--- src/rtl/dram_arbiter.sv ---
// dram_arbiter: owns the single synchronous data-RAM port and shares it
// between the execute-stage read port and the writeback-stage write port.
// After reset (or a clr pulse) it zeroes every RAM cell before granting any
// access. Writes have priority; a saturating starvation counter lets a
// stalled read win one cycle after STARVE_LIMIT consecutive denials.
//
// Handshake: rd_ce/wr_ce are level requests held by the requester until
// completion. wr_ack is combinational and means "this write commits at the
// end of this cycle". rd_valid is registered and means "the read granted in
// the previous cycle returns its data on rd_d now".
module dram_arbiter #(
  parameter int A_WIDTH      = 12,
  parameter int D_WIDTH      = 8,
  parameter int STARVE_LIMIT = 4
) (
  input  logic               clk,
  input  logic               reset,
  input  logic               clr,
  output logic               busy,
  input  logic               rd_ce,
  input  logic [A_WIDTH-1:0] rd_a,
  output logic [D_WIDTH-1:0] rd_d,
  output logic               rd_valid,
  input  logic               wr_ce,
  input  logic [A_WIDTH-1:0] wr_a,
  input  logic [D_WIDTH-1:0] wr_d,
  output logic               wr_ack,
  output logic               ram_ce,
  output logic               ram_we,
  output logic [A_WIDTH-1:0] ram_a,
  output logic [D_WIDTH-1:0] ram_din,
  input  logic [D_WIDTH-1:0] ram_dout,
  output logic               dbg_state
);

  typedef enum logic {
    CLEAR = 1'b0,
    RUN   = 1'b1
  } state_t;

  localparam logic [A_WIDTH-1:0] ADDR_LAST = {A_WIDTH{1'b1}};
  localparam logic [3:0]         LIMIT     = 4'(STARVE_LIMIT);

  state_t             state;
  state_t             next_state;
  logic [A_WIDTH-1:0] clr_addr;
  logic [3:0]         starve_cnt;
  logic               rd_grant;
  logic               wr_grant;

  // Read data is the RAM output directly; the requester qualifies it with rd_valid.
  assign rd_d      = ram_dout;
  assign dbg_state = state;

  // Arbitration, RAM port steering and next-state selection.
  always_comb begin
    next_state = state;
    busy       = 1'b0;
    wr_ack     = 1'b0;
    ram_ce     = 1'b0;
    ram_we     = 1'b0;
    ram_a      = '0;
    ram_din    = '0;
    rd_grant   = 1'b0;
    wr_grant   = 1'b0;
    if (reset) begin
      busy = 1'b1;
    end else begin
      case (state)
        CLEAR: begin
          busy    = 1'b1;
          ram_ce  = 1'b1;
          ram_we  = 1'b1;
          ram_a   = clr_addr;
          ram_din = '0;
          if (clr_addr == ADDR_LAST) next_state = RUN;
        end
        RUN: begin
          // A starved read blocks the write for exactly one cycle.
          wr_grant = wr_ce && !(rd_ce && (starve_cnt >= LIMIT));
          rd_grant = rd_ce && !wr_grant;
          if (wr_grant) begin
            ram_ce  = 1'b1;
            ram_we  = 1'b1;
            ram_a   = wr_a;
            ram_din = wr_d;
            wr_ack  = 1'b1;
          end else if (rd_grant) begin
            ram_ce = 1'b1;
            ram_a  = rd_a;
          end
          if (clr) next_state = CLEAR;
        end
        default: next_state = CLEAR;
      endcase
    end
  end

  // State, clear address, starvation counter and read-valid registers.
  always_ff @(posedge clk) begin
    if (reset) begin
      state      <= CLEAR;
      clr_addr   <= '0;
      starve_cnt <= '0;
      rd_valid   <= 1'b0;
    end else begin
      state    <= next_state;
      rd_valid <= rd_grant;
      // Wraps to zero naturally after the last cell, ready for the next clear.
      if (state == CLEAR) clr_addr <= clr_addr + A_WIDTH'(1);
      else                clr_addr <= '0;
      if (state == CLEAR || next_state == CLEAR) begin
        starve_cnt <= '0;
      end else if (rd_ce && wr_grant) begin
        if (starve_cnt != 4'hF) starve_cnt <= starve_cnt + 4'd1;
      end else begin
        starve_cnt <= '0;
      end
    end
  end

endmodule

--- config.mk ---
export PLATFORM = sky130hd
export DESIGN_NAME = dram_arbiter
export DESIGN_NICKNAME = d
export VERILOG_FILES = /design/src/rtl/dram_arbiter.sv
export SDC_FILE = /design/constraint.sdc
export NUM_CORES = 1
export LEC_CHECK = 0
export ABC_AREA = 1
export ABC_CLOCK_PERIOD_IN_PS = 1300
export BUFFER_PORTS_ARGS = -buffer_cell sky130_fd_sc_hd__buf_2
export CORE_MARGIN = 4
export CORE_UTILIZATION = 43
export CTS_CLUSTER_SIZE = 25
export DETAILED_ROUTE_END_ITERATION = 10
export PLACE_DENSITY = 0.8
export SLEW_MARGIN = 10
export SYNTH_ARGS = -nofsm -noshare
export SYNTH_HDL_FRONTEND = slang
export SYNTH_SLANG_ARGS = --single-unit
--- constraint.sdc ---
create_clock -name clk -period 1.3 [get_ports clk]
set_clock_uncertainty 0.1 [all_clocks]
set_input_delay 0.26 -clock clk [delete_from_list [all_inputs] [get_ports clk]]
set_output_delay 0.26 -clock clk [all_outputs]
set_load 0.05 [all_outputs]
==> flow_results.org <==
** Critical path
- Worst R2R End :: clr_addr[4]
- Source of the worst register-to-register timing path :: dbg_state
- The critical path contains buffers and inverters numbering 2 combined.
- Slack of the worst reg-to-reg path :: -0.16 ns
- Data on the critical path arrives at its endpoint at 1.59 ns.
- Cells along the critical path :: nand2_8 > inv_2 > nand4_1 > nand3_4 > buf_8
- Max FO, Critical Path :: 12
- Total number of cells along the worst setup path :: 5
- In this design, the largest share of critical-path delay is due to simple AND/OR/NAND/NOR gates.
- The largest individual stage delay along the critical path comes from the cell sky130_fd_sc_hd__dfxtp_4.
- By startpoint and endpoint, the worst setup path is classified as reg2out.
- For the worst setup path, the data required time is 0.94 ns.
- Following the worst setup path forward leads to its endpoint at ram_a[10].
- The critical path starts at dbg_state.
- The worst register-to-register path has a depth of 7.
- In this design, the stage delay of the slowest critical-path cell is 0.42 ns.
- Endpoint class of the critical path :: output port
- The worst setup path is launched from a flop.

** Run status
- The flow ran to the end, but the final reports show violations.
- The final reports fail on negative setup slack.

** Flow run
- The tool flagged a number of max-cap violations equal to 0.

** Yosys
- In this run the cell area of the synthesized design comes to ~1300 sq um.
- The Yosys step of the flow raised 0 warnings.
- Number of distinct standard cells referenced by the synthesized netlist :: 25
- A synthesized cell averages 6.57 sq um.
- The number of nets in the synthesized netlist is around 250.
- Synthesis produced a netlist whose cell count is 201.
- Sequential element share of the synthesized area :: 0.273
- Synthesis inferred 18 register bits.

** Routing
- Before antenna repair, the detailed router went through 5 iterations.
- Via density per instance :: 6.37
- The routed layout has 2018 vias.
- The detail route stage leaves a number of antenna-violating nets equal to 0.
- Drt wl/cell :: between 20 and 25 um
- WL final :: 7.42 mm
- In this run, the number of DRC markers left after iteration 0 of detailed routing was 200.
- Drc violations :: 0

** Floorplan
- During I/O placement, the number of pins put on the boundary was 79.
- FP Rows :: 19
- The initial utilization of the core area, before any placement, comes to 0.463.
- The total area inside the core boundary comes to about 2900 sq um.
- Width of the die :: 63.4 um
- The die covers just over 4000 sq um.
- Chip height :: between 60 and 70 um

** Clock tree
- Buffer cell driving the clock tree root :: sky130_fd_sc_hd__clkbuf_4
- Worst-skew pair later-pin latency :: 0.31 ns
- Reg clk slew, reported paths :: approximately 0.10 ns
- Sink count of the clock tree :: 18
- CTS built an H-tree with a depth of 1.
- After clock tree synthesis, the flow added hold-fix buffers numbering 0.
- Clock buffers created by TritonCTS :: 3
- CTS Buffer Depth :: 2
- TritonCTS clock tree :: yes

** Timing
- Min setup slack post-route :: -0.646 ns
- Counting I/O delays and the setup requirement, the final critical path takes 1.95 ns.
- Setup repair after global routing could not meet its margin everywhere.
- Hold Violations, Final :: 0
- Setup violations remaining at the end of the flow were counted as 32.
- The final number of max-transition violations is 0.
- Sum of negative setup slack :: -14.82 ns
- Final hold slack :: 0.179 ns
- Dividing the final minimum period by the clock period gives 1.50.
- Fmax :: 514 MHz

** Cells and area
- Final instance area :: 2630 sq um
- Leaving out filler cells and counting taps, the final layout contains around 320.
- In the final layout, the share of cells above drive strength 1 is 0.594.
- Growth of design area from synthesis to finish :: 98.8%
- Net count of the finished layout :: 334
- Diodes inserted :: 0

** Global route
- Wire length of the first global-routing pass :: 8.80 mm
- Entering global routing, the biggest net connects 13 pins.
- Total global routing track utilization :: 0.277
- The number of antenna violations at the first check in global routing came to 0.
- Global routing finished with a remaining overflow of 0.
- The number of global-route vias before repair was approximately 1800.

** Min path
- The tightest min-delay check is of the in2reg type.

** Place
- The HPWL after detailed placement is 3.14 mm.
- Total of buffers placed on input and output ports :: 62
- OpenSTA, run right after detailed placement, puts the worst setup slack at -0.374 ns.
- Number of instances in the placed design :: around 300
- Dpl cell area :: 2090 sq um
- Routability congestion estimate from global placement :: around 0.83

** Pwr
- Leakage power :: 1.21 nW
- Peak supply drop :: 0.707 mV
- Power spread over the standard cell area amounts to 490 nW/um^2.
==> worst min path at each step <==
stage | from | to | slack [ns] | depth (start not counted)
after global routing | clr | dbg_state | 0.18 | 4
after floorplan | reset | dbg_state | 0.22 | 1
after CTS | clr | dbg_state | 0.15 | 4
after global placement | clr_addr[3] | clr_addr[3] | 0.41 | 2
after detailed placement | clr_addr[3] | clr_addr[3] | 0.42 | 2
final | clr | dbg_state | 0.18 | 4
==> flip-flops by register name (all words and copies together) (netlist names) <==
signal / flops
clr_addr: 12
starve_cnt: 4
dbg_state: 1
rd_valid: 1
==> where the power goes <==
part | leakage (nW) | switching (mW) | internal [mW]
clock network | 0.0210 | 0.192 | 0.171
logic | 1.04 | 0.206 | 0.144
registers | 0.149 | 0.0135 | 0.560
total | 1.21 | 0.411 | 0.876
==> logic make-up after synthesis <==
group,Yosys count,share of synthesized area
flip-flops,18,0.273
other,1,0.00284
AO/OA/AOI/OAI,12,0.0559
AND/OR/NAND/NOR,123,0.467
XOR/XNOR,2,0.0133
adder cells (fa/ha/maj),2,0.0189
buffers and inverters,43,0.170
==> routing by layer <==
| metal | share of wire | vias up | global-route usage |
|---|---|---|---|
| met3 | 0.11 | 68 | 0.0462 |
| met5 | 0 | - | 0 |
| met4 | 0.081 | 0 | 0.175 |
| li1 | - | 825 | - |
| met1 | 0.35 | 921 | 0.294 |
| met2 | 0.46 | 204 | 0.501 |
==> placed cells by master, fill, tap and decap left out, types with 2 or more instances in the layout <==
| master | instances |
|---|---|
| sky130_fd_sc_hd__nor2_1 | 16 |
| sky130_fd_sc_hd__nand3_2 | 3 |
| sky130_fd_sc_hd__buf_4 | 17 |
| sky130_fd_sc_hd__dfxtp_1 | 11 |
| sky130_fd_sc_hd__o21ai_0 | 3 |
| sky130_fd_sc_hd__buf_8 | 19 |
| sky130_fd_sc_hd__inv_2 | 2 |
| sky130_fd_sc_hd__nand3_1 | 8 |
| sky130_fd_sc_hd__nand2_4 | 3 |
| sky130_fd_sc_hd__clkbuf_4 | 3 |
| sky130_fd_sc_hd__nor2_4 | 14 |
| sky130_fd_sc_hd__nand3_4 | 22 |
| sky130_fd_sc_hd__o21ai_4 | 2 |
| sky130_fd_sc_hd__nand4_1 | 15 |
| sky130_fd_sc_hd__buf_2 | 38 |
| sky130_fd_sc_hd__nand2_2 | 4 |
| sky130_fd_sc_hd__dfxtp_2 | 6 |
| sky130_fd_sc_hd__buf_6 | 18 |
| sky130_fd_sc_hd__nand2_1 | 28 |
| sky130_fd_sc_hd__inv_1 | 24 |
| sky130_fd_sc_hd__buf_12 | 3 |
| sky130_fd_sc_hd__nor2_2 | 6 |
| sky130_fd_sc_hd__a21oi_1 | 4 |
==> cells in the mapped netlist <==
cell                        n  area, sq um
sky130_fd_sc_hd__nand2_4    2         22.5
sky130_fd_sc_hd__o21a_1     1         7.51
sky130_fd_sc_hd__a21oi_1    6         30.0
sky130_fd_sc_hd__o21ai_4    1         16.3
sky130_fd_sc_hd__xnor2_1    1         8.76
sky130_fd_sc_hd__nand4_1   15         93.8
sky130_fd_sc_hd__inv_1     24         90.1
sky130_fd_sc_hd__nand2_1   32          120
sky130_fd_sc_hd__nor3_1     2         10.0
sky130_fd_sc_hd__nand3b_1   1         7.51
sky130_fd_sc_hd__nor2_4     3         33.8
sky130_fd_sc_hd__buf_2      2         10.0
sky130_fd_sc_hd__conb_1     1         3.75
sky130_fd_sc_hd__xor2_1     1         8.76
sky130_fd_sc_hd__buf_4     10         75.1
sky130_fd_sc_hd__o21ai_1    1         5.00
sky130_fd_sc_hd__inv_2      4         15.0
sky130_fd_sc_hd__nor2_1    22         82.6
sky130_fd_sc_hd__ha_1       2         25.0
sky130_fd_sc_hd__nand2_2    2         12.5
sky130_fd_sc_hd__buf_6      3         33.8
sky130_fd_sc_hd__dfxtp_1   18          360
sky130_fd_sc_hd__nor2_2    11         68.8
sky130_fd_sc_hd__nand3_1   33          165
sky130_fd_sc_hd__o21ai_0    3         15.0
==> metrics by stage <==
step | power [mW] | util
floorplan | 0.782 | -
global placement | 0.842 | 0.734
detailed placement | 0.848 | 0.734
CTS | 1.23 | 0.845
global route | 1.33 | 0.921
finish | 1.29 | 0.921
==> tightest hold or removal path: stages <==
cell and delay (ns):
sky130_fd_sc_hd__buf_2 0.08, sky130_fd_sc_hd__nand2_1 0.05, sky130_fd_sc_hd__nand2_1 0.11, sky130_fd_sc_hd__a21oi_2 0.06
==> final cells by class <==
cell class,count,area [sq um]
Clock buffer,4,36.3
Fill cell,92,226
Inverter,28,113
Multi-Input combinational cell,140,1180
Sequential cell,18,372
Tap cell,31,38.8
Timing Repair Buffer,96,891
==> timing repair <==
| action | CTS | global route |
|---|---|---|
| buffers inserted | 3 | 7 |
| pin swaps | 8 | 15 |
| gates resized for setup | 73 | 45 |
| endpoints found under the setup margin | 28 | 35 |
| cloned | 2 | 1 |
Note: power is estimated with default switching activity, not from simulation.
